[src/rtl/hft_stats_pkg.sv]
// Shared types and width helpers for the rolling-variance volatility feeder.
package hft_stats_pkg;

    typedef enum logic [1:0] {IDLE, UPD, VAR, ISSUE} rollvar_state_t;

    localparam int unsigned DEF_WIDTH      = 8;
    localparam int unsigned DEF_FRACT_BITS = 0;
    localparam int unsigned DEF_LOG2_WIN   = 2;

    localparam int unsigned SUM_W = DEF_WIDTH + DEF_LOG2_WIN;
    localparam int unsigned SQ_W  = 2 * DEF_WIDTH + DEF_LOG2_WIN;

    function automatic int unsigned sum_w(input int unsigned width, input int unsigned log2_win);
        return width + log2_win;
    endfunction

    function automatic int unsigned sq_w(input int unsigned width, input int unsigned log2_win);
        return 2 * width + log2_win;
    endfunction

endpackage

[src/rtl/sample_ring.sv]
// Sliding-window sample store: combinational read at the write pointer, write advances it.
module sample_ring #(
    parameter int unsigned WIDTH    = 8,
    parameter int unsigned LOG2_WIN = 2
) (
    input  logic             clk,
    input  logic             rst_n,
    input  logic             wr_en,
    input  logic [WIDTH-1:0] wr_data,
    output logic [WIDTH-1:0] rd_data
);

    localparam int unsigned DEPTH = 2 ** LOG2_WIN;

    logic [WIDTH-1:0]    mem_q [DEPTH];
    logic [LOG2_WIN-1:0] ptr_q;

    always_ff @(posedge clk or negedge rst_n) begin
        if (!rst_n) begin
            for (int i = 0; i < DEPTH; i++) mem_q[i] <= '0;
            ptr_q <= '0;
        end else if (wr_en) begin
            mem_q[ptr_q] <= wr_data;
            ptr_q        <= ptr_q + LOG2_WIN'(1);
        end
    end

    // Slot about to be overwritten holds the oldest sample.
    assign rd_data = mem_q[ptr_q];

endmodule

[src/rtl/rolling_variance.sv]
// Windowed variance feeder for the square-root stage (output is the windowed std-dev).
// Optional stall-cycle counter port enabled by ROLLVAR_STALL_CNT_EN.
module rolling_variance
    import hft_stats_pkg::*;
#(
    parameter int unsigned WIDTH      = DEF_WIDTH,
    parameter int unsigned FRACT_BITS = DEF_FRACT_BITS,
    parameter int unsigned LOG2_WIN   = DEF_LOG2_WIN
) (
    input  logic             i_clk,
    input  logic             i_rst_n,
    input  logic             i_valid,
    input  logic [WIDTH-1:0] i_sample,
    output logic             o_ready,
    output logic             o_sqrt_start,
    output logic [WIDTH-1:0] o_rad,
    input  logic             i_sqrt_busy,
`ifdef ROLLVAR_STALL_CNT_EN
    output logic             o_warm,
    output logic [15:0]      o_stall_cnt
`else
    output logic             o_warm
`endif
);

    localparam int unsigned ACC_W  = sum_w(WIDTH, LOG2_WIN);
    localparam int unsigned SQA_W  = sq_w(WIDTH, LOG2_WIN);
    localparam int unsigned PROD_W = 2 * WIDTH;
    localparam int unsigned VAR_W  = 2 * WIDTH + 1;
    localparam int unsigned FILL_W = LOG2_WIN + 1;
    localparam int unsigned WINDOW = 2 ** LOG2_WIN;

    rollvar_state_t state_q, state_d;
    logic accept, ring_wr, var_ld, issue;

    logic [WIDTH-1:0]  new_q, old_sample, rad_next_q, rad_q;
    logic [ACC_W-1:0]  sum_q;
    logic [SQA_W-1:0]  sumsq_q;
    logic [FILL_W-1:0] fill_q;
    logic              warm_q;

    sample_ring #(.WIDTH(WIDTH), .LOG2_WIN(LOG2_WIN)) u_ring (
        .clk     (i_clk),
        .rst_n   (i_rst_n),
        .wr_en   (ring_wr),
        .wr_data (new_q),
        .rd_data (old_sample)
    );

    always_ff @(posedge i_clk or negedge i_rst_n) begin
        if (!i_rst_n) state_q <= IDLE;
        else          state_q <= state_d;
    end

    always_comb begin
        state_d = state_q;
        accept  = 1'b0;
        ring_wr = 1'b0;
        var_ld  = 1'b0;
        issue   = 1'b0;
        case (state_q)
            IDLE: if (i_valid) begin
                accept  = 1'b1;
                state_d = UPD;
            end
            UPD: begin
                ring_wr = 1'b1;
                state_d = VAR;
            end
            VAR: begin
                var_ld  = 1'b1;
                state_d = warm_q ? ISSUE : IDLE;
            end
            ISSUE: if (!i_sqrt_busy) begin
                issue   = 1'b1;
                state_d = IDLE;
            end
            default: state_d = IDLE;
        endcase
    end

    // Squares of incoming and evicted samples for the sum-of-squares update.
    logic [PROD_W-1:0] new_sqr, old_sqr;
    assign new_sqr = PROD_W'(new_q) * PROD_W'(new_q);
    assign old_sqr = PROD_W'(old_sample) * PROD_W'(old_sample);

    // Variance datapath; a negative result only comes from truncating the means.
    logic [WIDTH-1:0]         mean;
    logic [PROD_W-1:0]        msq, mean_sq;
    logic signed [VAR_W-1:0]  v;
    logic [VAR_W-1:0]         v_pos, rad_wide;
    logic [WIDTH-1:0]         rad_sat;

    assign mean     = WIDTH'(sum_q >> LOG2_WIN);
    assign msq      = PROD_W'(sumsq_q >> LOG2_WIN);
    assign mean_sq  = PROD_W'(mean) * PROD_W'(mean);
    assign v        = $signed({1'b0, msq}) - $signed({1'b0, mean_sq});
    assign v_pos    = v[VAR_W-1] ? '0 : VAR_W'(v);
    assign rad_wide = v_pos >> FRACT_BITS;
    assign rad_sat  = (|rad_wide[VAR_W-1:WIDTH]) ? '1 : rad_wide[WIDTH-1:0];

    always_ff @(posedge i_clk or negedge i_rst_n) begin
        if (!i_rst_n) begin
            new_q      <= '0;
            sum_q      <= '0;
            sumsq_q    <= '0;
            fill_q     <= '0;
            warm_q     <= 1'b0;
            rad_next_q <= '0;
            rad_q      <= '0;
        end else begin
            if (accept) new_q <= i_sample;
            if (ring_wr) begin
                sum_q   <= sum_q + ACC_W'(new_q) - ACC_W'(old_sample);
                sumsq_q <= sumsq_q + SQA_W'(new_sqr) - SQA_W'(old_sqr);
                if (fill_q != FILL_W'(WINDOW)) fill_q <= fill_q + FILL_W'(1);
                if (fill_q == FILL_W'(WINDOW - 1)) warm_q <= 1'b1;
            end
            if (var_ld) rad_next_q <= rad_sat;
            if (issue)  rad_q      <= rad_next_q;
        end
    end

    // Radicand is presented during the start cycle and held until the next start.
    assign o_ready      = (state_q == IDLE);
    assign o_sqrt_start = issue;
    assign o_rad        = issue ? rad_next_q : rad_q;
    assign o_warm       = warm_q;

`ifdef ROLLVAR_STALL_CNT_EN
    logic [15:0] stall_q;

    always_ff @(posedge i_clk or negedge i_rst_n) begin
        if (!i_rst_n) stall_q <= '0;
        else if (i_valid && !o_ready && stall_q != 16'hFFFF) stall_q <= stall_q + 16'd1;
    end

    assign o_stall_cnt = stall_q;
`endif

endmodule

[config.mk]
export PLATFORM = sky130hd
export DESIGN_NAME = rolling_variance
export DESIGN_NICKNAME = d
export VERILOG_FILES = /design/src/rtl/hft_stats_pkg.sv /design/src/rtl/sample_ring.sv /design/src/rtl/rolling_variance.sv
export SDC_FILE = /design/constraint.sdc
export NUM_CORES = 1
export LEC_CHECK = 0
export ABC_AREA = 1
export BUFFER_PORTS_ARGS = -buffer_cell sky130_fd_sc_hd__buf_2
export CAP_MARGIN = 20
export CORE_ASPECT_RATIO = 0.5
export CORE_UTILIZATION = 35
export DETAILED_ROUTE_END_ITERATION = 8
export GPL_TIMING_DRIVEN = 0
export SYNTH_ARGS = -nofsm -noshare
export SYNTH_HDL_FRONTEND = slang
export SYNTH_SLANG_ARGS = --single-unit
export TNS_END_PERCENT = 1
[constraint.sdc]
create_clock -name i_clk -period 5.5 [get_ports i_clk]
set_input_delay 0.275 -clock i_clk [delete_from_list [all_inputs] [get_ports i_clk]]
set_output_delay 0.275 -clock i_clk [all_outputs]
set_load 0.005 [all_outputs]
After elaboration in Yosys (flattened, before gate mapping). Cells that the tools add are included.

Register bits after elaboration: 92. Input port bits: 12. Output and inout port bits: 11. Logic and storage cells: 58.

Add/subtract/negate cells: 7. Multiply operators: 3. Magnitude comparators: 2. Equality and inequality tests: 7. Mux-type cells: 19. Bitwise gates (word level): 1. Reductions and logical operators: 6.

Operator list (number): $mul A8 B8 Y16 (3); $mux W8 (5); $bwmux W32 (1); $add A18 B16 Y18 (1); $sub A18 B16 Y18 (1); $sub A16 B16 Y17 (1); $bmux W8 S2 (1); $demux W8 S2 (1); $mux W16 (1); $add A10 B8 Y10 (1); $sub A10 B8 Y10 (1); $reduce_or A9 Y1 (1); $pmux W2 S4 (1); $mux W1 (6); $mux W2 (3); $reduce_and A2 Y1 (3); $eq A2 B2 Y1 const B (2); $ne A2 B2 Y1 const B (2); $add A3 B1 Y3 const B (1); $eq A3 B2 Y1 const B (1); $ge A3 B3 Y1 const B (1); $lt A3 B1 Y1 const B (1); $ne A3 B3 Y1 const B (1); $not A2 Y3 (1); other kinds (4) (4).

Logic depth before layout (Yosys ltp). Gate-level depths: netlist of run 1.

Word-level depth: 6. Gate-level depth with buffers: 29. Depth with buffers taken out: 27.

Cells and area by module. From an unflattened synthesis of run 1, not the netlist that was laid out.

Cell total of the unflattened synthesis: 1492. Area total of the unflattened synthesis: 11730.0 µm².

Modules (own cells, without submodules): rolling_variance (instances 1, cells an instance 1276, area an instance 9929.5 µm², sequential area each 1451.4 µm²); sample_ring (instances 1, cells an instance 216, area an instance 1800.5 µm², sequential area each 850.8 µm²).

Worst setup path after synthesis of run 1. Ideal clock, no wire load.

Kind: reg2reg. Start point: register u_ring.ptr_q[0]. End point: register sumsq_q[12]. Arrival time: 5.627 ns. Slack: -0.258 ns. Cell stages (with the launch flop): 27. Path through: dfrtp_1 buf_6 inv_8 buf_8 nand2_1 a32oi_1 inv_1 nor2_1 fa_1 fa_1 fa_1 inv_1 fa_1 fa_1 inv_1 fa_1 inv_1 ha_1 nand2_1 inv_1 a21oi_2 o21ai_1 nand2_1 nand2_1 or2_0 nand3_1 o21ai_0.

Cells in the longest elaborated chain, start to end: 6.

RTL lines: start, declared (RTL line sample_ring.sv:16) `logic [LOG2_WIN-1:0] ptr_q;`; start signal, assigned (RTL line sample_ring.sv:24) `ptr_q <= ptr_q + LOG2_WIN'(1);`; $not A2 Y3 (implied by the code) (RTL line sample_ring.sv:29) `assign rd_data = mem_q[ptr_q];`; $bmux W8 S2 (RTL line sample_ring.sv:29); $mux W8 (implied by the code) (2 in series) (RTL line sample_ring.sv:29); $mul A8 B8 Y16 (RTL line rolling_variance.sv:85) `assign old_sqr = PROD_W'(old_sample) * PROD_W'(old_sample);`; $sub A18 B16 Y18 (RTL line rolling_variance.sv:115) `sumsq_q <= sumsq_q + SQA_W'(new_sqr) - SQA_W'(old_sqr);`; end signal, assigned (RTL line rolling_variance.sv:115); end, declared (RTL line rolling_variance.sv:38) `logic [SQA_W-1:0] sumsq_q;`.

Every way passes these cells. The select of a mux whose other input is x is not followed. A chain may end at the register's enable or synchronous reset.

Final worst setup path of run 1.
Start point: register u_ring.ptr_q[0]. End point: register sumsq_q[13].

The elaborated chain is that of the path after synthesis.

==> results of run 1 <==
## flip-flops by register name (all words and copies together), names as in the netlist
register / flops
u_ring.mem_q: 32
state_q: 2
u_ring.ptr_q: 2
fill_q: 3
new_q: 8
o_warm: 1
rad_next_q: 8
sum_q: 10
sumsq_q: 18
rad_q: 8
## routing by layer
metal / routed length, µm / up-vias
met4: 484 / 0
li1: - / 4476
met5: 0 / -
met3: 959 / 28
met2: 11600 / 106
met1: 13100 / 4155
## worst reg2reg max path, cell delays in order (launching register included)
cell	delay, ps
sky130_fd_sc_hd__dfrtp_1	420
sky130_fd_sc_hd__buf_6	160
sky130_fd_sc_hd__clkinv_8	70
sky130_fd_sc_hd__buf_8	110
sky130_fd_sc_hd__nand2_2	60
sky130_fd_sc_hd__a32oi_4	280
sky130_fd_sc_hd__inv_4	110
sky130_fd_sc_hd__nor2_4	140
sky130_fd_sc_hd__buf_6	110
sky130_fd_sc_hd__fa_1	430
sky130_fd_sc_hd__fa_2	490
sky130_fd_sc_hd__fa_1	520
sky130_fd_sc_hd__inv_2	40
sky130_fd_sc_hd__fa_2	460
sky130_fd_sc_hd__fa_1	480
sky130_fd_sc_hd__inv_1	40
sky130_fd_sc_hd__fa_1	480
sky130_fd_sc_hd__inv_2	40
sky130_fd_sc_hd__ha_4	290
sky130_fd_sc_hd__nand2_1	70
sky130_fd_sc_hd__inv_2	70
sky130_fd_sc_hd__a21oi_4	80
sky130_fd_sc_hd__o21ai_4	200
sky130_fd_sc_hd__a21oi_2	80
sky130_fd_sc_hd__or2_1	220
sky130_fd_sc_hd__nand3_2	60
sky130_fd_sc_hd__o21ai_1	60
## area by class of cell
| cell class | count | area share (%) |
|---|---|---|
| multi-input combinational | 930 | 60.2 |
| sequential | 92 | 17.3 |
| inverter | 397 | 11.4 |
| tap | 432 | 4.05 |
| timing repair buffer | 64 | 3.72 |
| clock buffer | 10 | 1.72 |
| buffer | 33 | 1.27 |
| clock inverter | 6 | 0.366 |
## logic make-up after synthesis
family,count (synthesis)
flops,92
xor+xnor,38
compound gates,154
mux,1
buf+inv,430
fa+ha+maj,264
other cells,1
simple gates,472
## placed cells by master (no fill, tap or decap), types with 5 or more instances in the layout
| cell | instances |
|---|---|
| sky130_fd_sc_hd__nand2_2 | 15 |
| sky130_fd_sc_hd__a21oi_2 | 13 |
| sky130_fd_sc_hd__a21oi_1 | 36 |
| sky130_fd_sc_hd__clkbuf_16 | 9 |
| sky130_fd_sc_hd__nand2_1 | 296 |
| sky130_fd_sc_hd__inv_4 | 7 |
| sky130_fd_sc_hd__nor2_2 | 12 |
| sky130_fd_sc_hd__clkbuf_1 | 27 |
| sky130_fd_sc_hd__inv_1 | 373 |
| sky130_fd_sc_hd__buf_4 | 36 |
| sky130_fd_sc_hd__nand4_1 | 5 |
| sky130_fd_sc_hd__o21ai_0 | 66 |
| sky130_fd_sc_hd__inv_2 | 14 |
| sky130_fd_sc_hd__fa_2 | 5 |
| sky130_fd_sc_hd__fa_1 | 131 |
| sky130_fd_sc_hd__nand3_1 | 40 |
| sky130_fd_sc_hd__nand2_4 | 7 |
| sky130_fd_sc_hd__a32oi_4 | 6 |
| sky130_fd_sc_hd__xor2_1 | 18 |
| sky130_fd_sc_hd__nor2_4 | 14 |
| sky130_fd_sc_hd__nor3_1 | 5 |
| sky130_fd_sc_hd__xnor2_1 | 18 |
| sky130_fd_sc_hd__ha_4 | 5 |
| sky130_fd_sc_hd__or2_2 | 5 |
| sky130_fd_sc_hd__nor2_1 | 56 |
| sky130_fd_sc_hd__nand3b_1 | 5 |
| sky130_fd_sc_hd__ha_1 | 123 |
| sky130_fd_sc_hd__o21ai_1 | 6 |
| sky130_fd_sc_hd__dfrtp_1 | 91 |
| sky130_fd_sc_hd__buf_2 | 25 |
## repair_timing
item | in CTS | in global routing
resized for setup | 77 | 33
endpoints found under the hold margin | 25 | 0
hold buffers | 1 | 0
setup buffers | 28 | 11
setup endpoints to repair | 11 | 11
pin swaps | 37 | 25
gates cloned | 2 | 0
## worst paths after layout
path | from | endpoint | slack [ps] | depth (start not counted)
setup / recovery | u_ring.ptr_q[0] | sumsq_q[13] | -220 | 26
min in group asynchronous | i_rst_n | u_ring.mem_q[26] | 370 | 2
hold reg to reg | rad_q[3] | rad_q[3] | 470 | 2
hold / removal | i_sample[7] | new_q[7] | 180 | 3
max in group asynchronous | i_rst_n | rad_next_q[6] | 4460 | 3
setup reg to reg | u_ring.ptr_q[0] | sumsq_q[13] | -220 | 26
## metrics by stage
stage	hold slack (ps)	TNS, ps	setup slack, ps	instances	instance area (µm²)
2_1_floorplan	-20.6	-146	-53.5	1452	11600
3_3_place_gp	447	-6560	-773	1906	12300
3_5_place_dp	213	-6950	-808	1907	12300
4_1_cts	158	-918	-166	1953	13100
5_1_grt	179	-3220	-407	1964	13300
6_report	178	-1190	-222	1964	13300
==> impl_summary.log, run 1 <==
INFO  metric result_of_the_run = finished, violations left
INFO  metric violations_in_the_final_reports = negative setup slack
INFO  metric tightestPinTransition = 739 ps
INFO  metric met3_usage = 2.97%
INFO  metric grt.met2_usage = 27.3%
INFO  metric critPathSlowestCell = sky130_fd_sc_hd__fa_1
INFO  metric grt_antenna_before_repair = 0
INFO  metric n_fill_cell = 3237
INFO  metric critPathMaxStageDelay = 520 ps
INFO  metric worst_ep_arrival_time = 5940 ps
INFO  metric setup_viol = 9
INFO  metric syn-cell-area = 11600 µm²
INFO  metric clkTransAtPathRegs = 70 ps
INFO  metric htree_levels = 3
INFO  metric place_congestion = 0.851
INFO  metric floorplan.initialDensity = 36.0%
INFO  metric die_footprint = 33800 µm²
INFO  metric synth_async_sr_flop_share = 100%
INFO  metric floorplan.io_pins = 23
INFO  metric maxCapViolations = 0
INFO  metric yosysWarningCount = 0
INFO  metric yosysMostFrequentCell = sky130_fd_sc_hd__inv_1
INFO  metric fmax = 175 MHz
INFO  metric detailedPlacementHpwl = 21.5 mm
INFO  metric ctsRootBufferMaster = sky130_fd_sc_hd__clkbuf_16
INFO  metric core_area = 32100 µm²
INFO  metric syn_nets = 1728
INFO  metric critPathRequiredTime = 5720 ps
INFO  metric synth-main-ff-cell = sky130_fd_sc_hd__dfrtp_1
INFO  metric ys_ff_latch = 92
INFO  metric crit_share_post_route = 104%
INFO  metric yosys.area_share.simple = 17.4%
INFO  metric area.growth.synth_to_final = 15.5%
INFO  metric timing.final.hold_violations = 0
INFO  metric netlist.top_cell.by_area = sky130_fd_sc_hd__fa_1
INFO  metric kind_of_critical_path = reg2reg
INFO  metric cpLargestDelayFamily = adder cells
INFO  metric global_route.overflow_total = 0
INFO  metric grt_first_pass_wirelength = 44.1 mm
INFO  metric row_count = 46
INFO  metric via_count_of_the_routed_design = 8765
INFO  metric synth_compound_area_share = 7.85%
INFO  metric finalCoreUtilization = 41.6%
INFO  metric critical_path.startpoint_type = flop
INFO  metric rsz0062_at_grt = true
INFO  metric routedWlPerCell = 13.3 µm
INFO  metric synth_top_family_by_area = adder cells
INFO  metric ff_latch_area = 2300 µm²
INFO  metric ys_top_cells_by_count = sky130_fd_sc_hd__inv_1, sky130_fd_sc_hd__nand2_1, sky130_fd_sc_hd__fa_1
INFO  metric detail_route_antenna_nets = 0
INFO  metric min_period = 5720 ps
INFO  metric netlist_instances = 1452
INFO  metric die_height = 130 µm
INFO  metric avgSynthCellArea = 7.96 µm²
INFO  metric crit_path_end_kind = flop
INFO  metric yosysSeqAreaShare = 19.9%
INFO  metric synth.mux.area_fraction = 0.0866%
INFO  metric drc = 0
INFO  metric buffers_from_clock_root_to_sink_at_most = 2
INFO  metric min_path_type = in2reg
INFO  metric cts-buffers-inserted = 9
INFO  metric cts.sinks = 92
INFO  metric worst_path_most_repeated_cell = sky130_fd_sc_hd__fa_1
INFO  metric clock_insertion_delay_worst_skew = 360 ps
INFO  metric clock_skew = 10.6 ps
INFO  metric post_route_cells_drive_above_1_share = 14.0%
INFO  metric synthXorXnorAreaFrac = 2.88%
INFO  metric grt_pass1_vias = 8832
INFO  metric pin_count_of_the_biggest_net_entering_global_routing = 68
INFO  metric diodes = 0
INFO  metric routed_via_density = 4.46
INFO  metric route.final.wire_length = 26.2 mm
INFO  metric synthDominantCellAreaShare = 23.6%
INFO  metric critPathBufInv = 9
INFO  metric synth-adder-area-share = 37.4%
INFO  metric synth_cell_type_count = 51
INFO  metric globalRoute.busiestLayer = met2
INFO  metric grt_util_met1 = 22.5%
INFO  metric floorplan.die.width = 259 µm
INFO  metric multi_input_area = 8040 µm²
INFO  metric timing_max_transition_violations_final = 0
INFO  metric synth_area_leaders = sky130_fd_sc_hd__fa_1, sky130_fd_sc_hd__dfrtp_1, sky130_fd_sc_hd__ha_1, sky130_fd_sc_hd__inv_1, sky130_fd_sc_hd__nand2_1
INFO  metric drtPass1Iterations = 5
INFO  metric detail_route.iter0.violations = 402
INFO  metric clock_tree_from_tritoncts = done
INFO  metric critical_path.max_fanout = 8
INFO  metric synth-edff-count = 0
INFO  metric finalNetCount = 1803
INFO  metric groute.usage.overall = 16.6%
INFO  metric port_buffers = 22
INFO  metric relSlewSlack = 50.7%
INFO  metric worst_slack = -222 ps
Power of run 1 is left out: the tool's default activity adds up to more than one toggle a clock period on the data nets, which glitch-free logic cannot reach.
==> run 2: changes to the inputs <==
--- a/config.mk
+++ b/config.mk
@@ -5,7 +5,6 @@
 export SDC_FILE = /design/constraint.sdc
 export NUM_CORES = 1
 export LEC_CHECK = 0
-export ABC_AREA = 1
 export BUFFER_PORTS_ARGS = -buffer_cell sky130_fd_sc_hd__buf_2
 export CAP_MARGIN = 20
 export CORE_ASPECT_RATIO = 0.5
==> run 2 against run 1 <==
  * The flow still finishes with violations (negative setup slack)
  * Clock skew rose by 1.4 ps
  * Clock-buffer cell count did not move
  * Final cell count decreased by 13%
  * Synthesized area is 4.9% lower
  * Core utilization fell by 1.1 points
  * Critical path type unchanged
  * Critical endpoint is now sumsq_q[17]
==> impl_summary.log, run 2 <==
INFO  metric violations_in_the_final_reports = negative setup slack
INFO  metric ys_ff_latch = 92
INFO  metric groute.usage.overall = 16.4%
INFO  metric critical_path.startpoint_type = flop
INFO  metric row_count = 45
INFO  metric yosys.area_share.simple = 11.5%
INFO  metric syn-cell-area = 11000 µm²
INFO  metric drtPass1Iterations = 5
INFO  metric grt_pass1_vias = 8496
INFO  metric netlist.top_cell.by_area = sky130_fd_sc_hd__fa_1
INFO  metric relSlewSlack = 40.7%
INFO  metric layout.cells.most_common_list = sky130_fd_sc_hd__inv_1, sky130_fd_sc_hd__nand2_1, sky130_fd_sc_hd__fa_1
INFO  metric detail_route.iter0.violations = 295
INFO  metric synthXorXnorAreaFrac = 3.90%
INFO  metric htree_levels = 3
INFO  metric mostFrequentLayoutCell = sky130_fd_sc_hd__inv_1
INFO  metric detail_route_antenna_nets = 0
INFO  metric clock_insertion_delay_worst_skew = 360 ps
INFO  metric post_route_cells_drive_above_1_share = 10.6%
INFO  metric netlist_instances = 1230
INFO  metric synth_area_leaders = sky130_fd_sc_hd__fa_1, sky130_fd_sc_hd__dfrtp_1, sky130_fd_sc_hd__ha_1, sky130_fd_sc_hd__inv_1, sky130_fd_sc_hd__nand2_1
INFO  metric critPathMaxStageDelay = 630 ps
INFO  metric rsz0062_at_grt = true
INFO  metric ys_top_cells_by_count = sky130_fd_sc_hd__inv_1, sky130_fd_sc_hd__nand2_1, sky130_fd_sc_hd__fa_1
INFO  metric fmax = 164 MHz
INFO  metric critical_path.max_fanout = 5
INFO  metric cts-buffers-inserted = 9
INFO  metric critPathRequiredTime = 5760 ps
INFO  metric n_fill_cell = 2969
INFO  metric syn_nets = 1506
INFO  metric setup_viol = 10
INFO  metric non_filler_instances = 1717
INFO  metric synth_top_family_by_area = adder cells
INFO  metric grt_antenna_before_repair = 0
INFO  metric clkTransAtPathRegs = 80 ps
INFO  metric area.growth.synth_to_final = 12.9%
INFO  metric synthDominantCellAreaShare = 24.8%
INFO  metric floorplan.io_pins = 23
INFO  metric clock_skew = 12.0 ps
INFO  metric worst_ep_arrival_time = 6370 ps
INFO  metric tightestPinTransition = 890 ps
INFO  metric kind_of_critical_path = reg2reg
INFO  metric critPathSlowestCell = sky130_fd_sc_hd__mux4_2
INFO  metric max_flop_register = u_ring.mem_q
INFO  metric drc = 0
INFO  metric timing_max_transition_violations_final = 0
INFO  metric synth.mux.area_fraction = 2.09%
INFO  metric synth_cell_type_count = 59
INFO  metric core_area = 30600 µm²
INFO  metric grt_first_pass_wirelength = 41.8 mm
INFO  metric holdCritStartpoint = i_sample[4]
INFO  metric die_height = 127 µm
INFO  metric min_path_type = in2reg
INFO  metric synth-main-ff-cell = sky130_fd_sc_hd__dfrtp_1
INFO  metric floorplan.die.width = 253 µm
INFO  metric worst_slack = -611 ps
INFO  metric buffers_from_clock_root_to_sink_at_most = 2
INFO  metric via_count_of_the_routed_design = 8053
INFO  metric synth_compound_area_share = 10.6%
INFO  metric routedWlPerCell = 14.5 µm
INFO  metric floorplan.initialDensity = 35.9%
INFO  metric synth_async_sr_flop_share = 100%
INFO  metric crit_path_end_kind = flop
INFO  metric total_instance_count_after_detailed_placement = 1676
INFO  metric largest_register_ff_count = 32
INFO  metric reg2reg_from = u_ring.ptr_q[0]
INFO  metric avgSynthCellArea = 8.94 µm²
INFO  metric yosysMostFrequentCell = sky130_fd_sc_hd__inv_1
INFO  metric ctsRootBufferMaster = sky130_fd_sc_hd__clkbuf_16
INFO  metric pin_count_of_the_biggest_net_entering_global_routing = 51
INFO  metric critPathLaunch = u_ring.ptr_q[0]
INFO  metric clock_tree_from_tritoncts = done
INFO  metric diodes = 0
INFO  metric min_period = 6110 ps
INFO  metric port_buffers = 22
INFO  metric route.final.wire_length = 24.9 mm
INFO  metric die_footprint = 32200 µm²
INFO  metric maxCapViolations = 0
INFO  metric cpLargestDelayFamily = adder cells
INFO  metric place_congestion = 0.846
INFO  metric synth-edff-count = 0
INFO  metric path_cells = buf_8, mux4_2, and2_4, fa_2, fa_2, fa_1, inv_2, fa_2, fa_1, inv_2, fa_1, inv_2, ha_4, o21ai_2, a211oi_2, o22ai_4, o211ai_1, a31oi_1, xor2_1, nor2_1, xnor2_1
INFO  metric layout_top_registers = u_ring.mem_q: 32 flops, sumsq_q: 18 flops, sum_q: 10 flops
INFO  metric global_route.overflow_total = 0
INFO  metric detailedPlacementHpwl = 20.2 mm
INFO  metric finalNetCount = 1565
INFO  metric critPathBufInv = 4
INFO  metric timing.final.hold_violations = 0
INFO  metric result_of_the_run = finished, violations left
INFO  metric routed_via_density = 4.69
INFO  metric yosysSeqAreaShare = 20.9%
INFO  metric cts.sinks = 92
INFO  metric synth-adder-area-share = 39.3%
INFO  metric yosysWarningCount = 0
INFO  metric crit_share_post_route = 111%
## run 2: cell count changes after synthesis, moves of 13 or more
cell	before	now
sky130_fd_sc_hd__a21oi_1	45	32
sky130_fd_sc_hd__and2_1	2	16
sky130_fd_sc_hd__inv_1	387	293
sky130_fd_sc_hd__nand2_1	308	171
sky130_fd_sc_hd__nand3_1	42	12
sky130_fd_sc_hd__nor2_1	69	55
## run 2: worst paths after layout
check                                        end  slack (ps)  cells past startpoint
worst max register to register       sumsq_q[17]        -610                     21
worst min-delay path                    new_q[4]         130                      3
worst max-delay path                 sumsq_q[17]        -610                     21
max in group asynchronous               rad_q[3]        4380                      3
worst min register to register          rad_q[6]         470                      2
min in group asynchronous       u_ring.mem_q[29]         450                      2
## run 2: repair_timing
action	4_1_cts	5_1_grt
pin swaps	29	25
setup endpoints to repair	11	19
cloned	1	0
buffers inserted	21	5
hold buffers	1	0
hold endpoints to repair	42	0
gates resized for setup	30	16
## run 2: per-layer routing
layer	GRT usage [%]	part of all wire, %
met1	21.9	48
met2	27.8	48
met3	2.20	2.6
met4	4.53	1.6
met5	0	0
## run 2: logic make-up (layout without fill, tap and decap cells)
kind of cell | after synthesis | after routing
AO/OA/AOI/OAI | 188 | 188
XOR/XNOR | 49 | 49
adder cells (fa/ha/maj) | 264 | 264
buffers and inverters | 331 | 395
flip-flops | 92 | 92
multiplexers | 13 | 13
other | 1 | 1
AND/OR/NAND/NOR | 292 | 292
## run 2: final cells by class
| type | count | area [µm²] | share of cell area (%) |
|---|---|---|---|
| Timing Repair Buffer | 50 | 358 | 2.88 |
| Tap cell | 423 | 529 | 4.27 |
| Buffer | 29 | 154 | 1.24 |
| Inverter | 300 | 1130 | 9.11 |
| Clock buffer | 10 | 239 | 1.93 |
| Sequential cell | 92 | 2300 | 18.6 |
| Multi-Input combinational cell | 807 | 7600 | 61.3 |
| Clock inverter | 6 | 93.8 | 0.756 |
## run 2: worst min-delay path: cells and delay by family
kind                   cells  cell delay, ps
buffers and inverters      1              80
AOI/OAI and AO/OA          1              60
and+or+nand+nor            1              40
## run 2: per-stage QoR
stage	setup TNS (ps)	utilization [%]	hold slack, ps	worst slack, ps	area [µm²]
detailed placement	-7900	38.5	318	-1090	11800
floorplan	-1690	-	-20.6	-334	11100
finish	-4630	40.6	130	-611	12400
global placement	-7420	38.4	457	-1050	11700
global route	-8830	40.6	136	-864	12400
CTS	-4650	40.6	125	-667	12400
Power of run 2 is left out for the same reason.
==> run 3: changes to the inputs <==
--- a/config.mk
+++ b/config.mk
@@ -8,9 +8,11 @@
 export BUFFER_PORTS_ARGS = -buffer_cell sky130_fd_sc_hd__buf_2
 export CAP_MARGIN = 20
 export CORE_ASPECT_RATIO = 0.5
-export CORE_UTILIZATION = 35
+export CORE_MARGIN = 2
+export CORE_UTILIZATION = 59
 export DETAILED_ROUTE_END_ITERATION = 8
 export GPL_TIMING_DRIVEN = 0
+export PLACE_DENSITY = 0.79
 export SYNTH_ARGS = -nofsm -noshare
 export SYNTH_HDL_FRONTEND = slang
 export SYNTH_SLANG_ARGS = --single-unit
==> run 3 against run 2 <==
  * Design area is 2.6% lower
  * Maximum frequency fell by 1.2%
  * Clock skew down 4.8 ps
  * Highest routed layer unchanged
  * Sequential cell count unchanged
  * Final cell count down 11%
  * Core utilization up 25 points
  * Critical path type unchanged
  * Die area fell by 38%
  * The run still ends with negative setup slack left
==> impl_summary.log, run 3 (synthesis gave the netlist of run 2 again) <==
INFO  metric crit_share_post_route = 112%
INFO  metric min_period = 6190 ps
INFO  metric timing_max_transition_violations_final = 0
INFO  metric pin_count_of_the_biggest_net_entering_global_routing = 50
INFO  metric row_count = 35
INFO  metric detail_route_antenna_nets = 0
INFO  metric setup_viol = 11
INFO  metric drtPass1Iterations = 5
INFO  metric violations_in_the_final_reports = negative setup slack
INFO  metric timing.final.hold_violations = 0
INFO  metric port_buffers = 22
INFO  metric routed_via_density = 5.40
INFO  metric largest_register_ff_count = 32
INFO  metric clock_skew = 7.25 ps
INFO  metric drc = 0
INFO  metric crit_path_end_kind = flop
INFO  metric grt_first_pass_wirelength = 40.9 mm
INFO  metric floorplan.die.width = 197 µm
INFO  metric htree_levels = 3
INFO  metric route.final.wire_length = 24.7 mm
INFO  metric ctsRootBufferMaster = sky130_fd_sc_hd__clkbuf_16
INFO  metric clock_insertion_delay_worst_skew = 360 ps
INFO  metric tightestPinTransition = 707 ps
INFO  metric result_of_the_run = finished, violations left
INFO  metric cts.sinks = 92
INFO  metric critPathRequiredTime = 5740 ps
INFO  metric place_ws = -894 ps
INFO  metric critical_path.startpoint_type = flop
INFO  metric critical_path.max_fanout = 5
INFO  metric global_route.overflow_total = 0
INFO  metric grt_antenna_before_repair = 0
INFO  metric via_count_of_the_routed_design = 8245
INFO  metric groute.usage.overall = 26.5%
INFO  metric area.growth.synth_to_final = 9.92%
INFO  metric worst_ep_arrival_time = 6430 ps
INFO  metric relSlewSlack = 52.9%
INFO  metric rsz0062_at_grt = true
INFO  metric diodes = 0
INFO  metric floorplan.initialDensity = 60.0%
INFO  metric worst_slack = -687 ps
INFO  metric detail_route.iter0.violations = 361
INFO  metric mostFrequentLayoutCell = sky130_fd_sc_hd__inv_1
INFO  metric clock_tree_from_tritoncts = done
INFO  metric layout_top_registers = u_ring.mem_q: 32 flops, sumsq_q: 18 flops, sum_q: 10 flops
INFO  metric detailedPlacementHpwl = 19.6 mm
INFO  metric max_flop_register = u_ring.mem_q
INFO  metric floorplan.io_pins = 23
INFO  metric layout.cells.most_common_list = sky130_fd_sc_hd__inv_1, sky130_fd_sc_hd__nand2_1, sky130_fd_sc_hd__fa_1
INFO  metric clkTransAtPathRegs = 70 ps
INFO  metric total_instance_count_after_detailed_placement = 1493
INFO  metric core_area = 18300 µm²
INFO  metric kind_of_critical_path = reg2reg
INFO  metric finalNetCount = 1558
INFO  metric fmax = 162 MHz
INFO  metric grt_pass1_vias = 8572
INFO  metric buffers_from_clock_root_to_sink_at_most = 2
INFO  metric non_filler_instances = 1527
INFO  metric die_footprint = 19800 µm²
INFO  metric maxCapViolations = 0
INFO  metric die_height = 101 µm
INFO  metric min_path_type = in2reg
INFO  metric routedWlPerCell = 16.2 µm
INFO  metric place_congestion = 0.897
INFO  metric cts-buffers-inserted = 9
INFO  metric post_route_cells_drive_above_1_share = 9.25%
run 3: timing repair:
action                                 4_1_cts  5_1_grt
cloned                                       1        0
setup endpoints to repair                   14       19
endpoints found under the hold margin       43        0
pin swaps                                    8       18
hold buffers                                 1        0
gates resized for setup                      7       24
setup buffers                               13        5
run 3: worst paths after layout:
path                                 start     endpoint  slack, ps  cells after the start
max in group asynchronous          i_rst_n     new_q[4]       4370                      3
hold reg to reg                   rad_q[1]     rad_q[1]        470                      2
setup / recovery           u_ring.ptr_q[0]  sumsq_q[12]       -690                     21
setup reg to reg           u_ring.ptr_q[0]  sumsq_q[12]       -690                     21
min in group asynchronous          i_rst_n     rad_q[1]        470                      2
hold / removal                 i_sample[5]     new_q[5]        130                      3
run 3: metrics by stage:
stage	hold WS [ps]	utilization (%)	setup TNS, ps	cell area [µm²]
2_1_floorplan	-20.6	-	-1690	11100
3_3_place_gp	452	62.9	-5900	11500
3_5_place_dp	317	63.0	-6400	11500
4_1_cts	121	65.6	-4640	12000
5_1_grt	145	66.0	-8890	12100
6_report	126	66.0	-4570	12100
run 3: metal layers:
metal	track usage, %	up-vias	part of all wire [%]
li1	-	3932	-
met4	9.20	0	2.4
met3	4.15	47	4.2
met5	0	-	0
met2	44.7	209	47
met1	35.6	4057	47
run 3: cell type report:
class / count / area, µm²
Multi-Input combinational cell: 807 / 7540
Fill cell: 1399 / 6220
Sequential cell: 92 / 2300
Inverter: 300 / 1130
Tap cell: 240 / 300
Timing Repair Buffer: 43 / 297
Clock buffer: 10 / 239
Buffer: 29 / 173
Clock inverter: 6 / 93.8
run 3: worst max-delay path, cell delays in order, from the launching register on:
cell and delay (ps):
sky130_fd_sc_hd__dfrtp_2 410, sky130_fd_sc_hd__buf_6 150, sky130_fd_sc_hd__mux4_2 640, sky130_fd_sc_hd__and2_4 200
sky130_fd_sc_hd__fa_2 600, sky130_fd_sc_hd__fa_1 440, sky130_fd_sc_hd__fa_1 520, sky130_fd_sc_hd__inv_1 60
sky130_fd_sc_hd__fa_2 450, sky130_fd_sc_hd__fa_1 490, sky130_fd_sc_hd__inv_1 50, sky130_fd_sc_hd__fa_1 470
sky130_fd_sc_hd__inv_1 60, sky130_fd_sc_hd__ha_4 230, sky130_fd_sc_hd__o21ai_2 70, sky130_fd_sc_hd__a21oi_2 70
sky130_fd_sc_hd__o41ai_4 420, sky130_fd_sc_hd__buf_4 190, sky130_fd_sc_hd__o21bai_1 70, sky130_fd_sc_hd__a211o_1 290
sky130_fd_sc_hd__o2111ai_1 90, sky130_fd_sc_hd__o21ai_1 90
Power of run 3 is left out for the same reason.
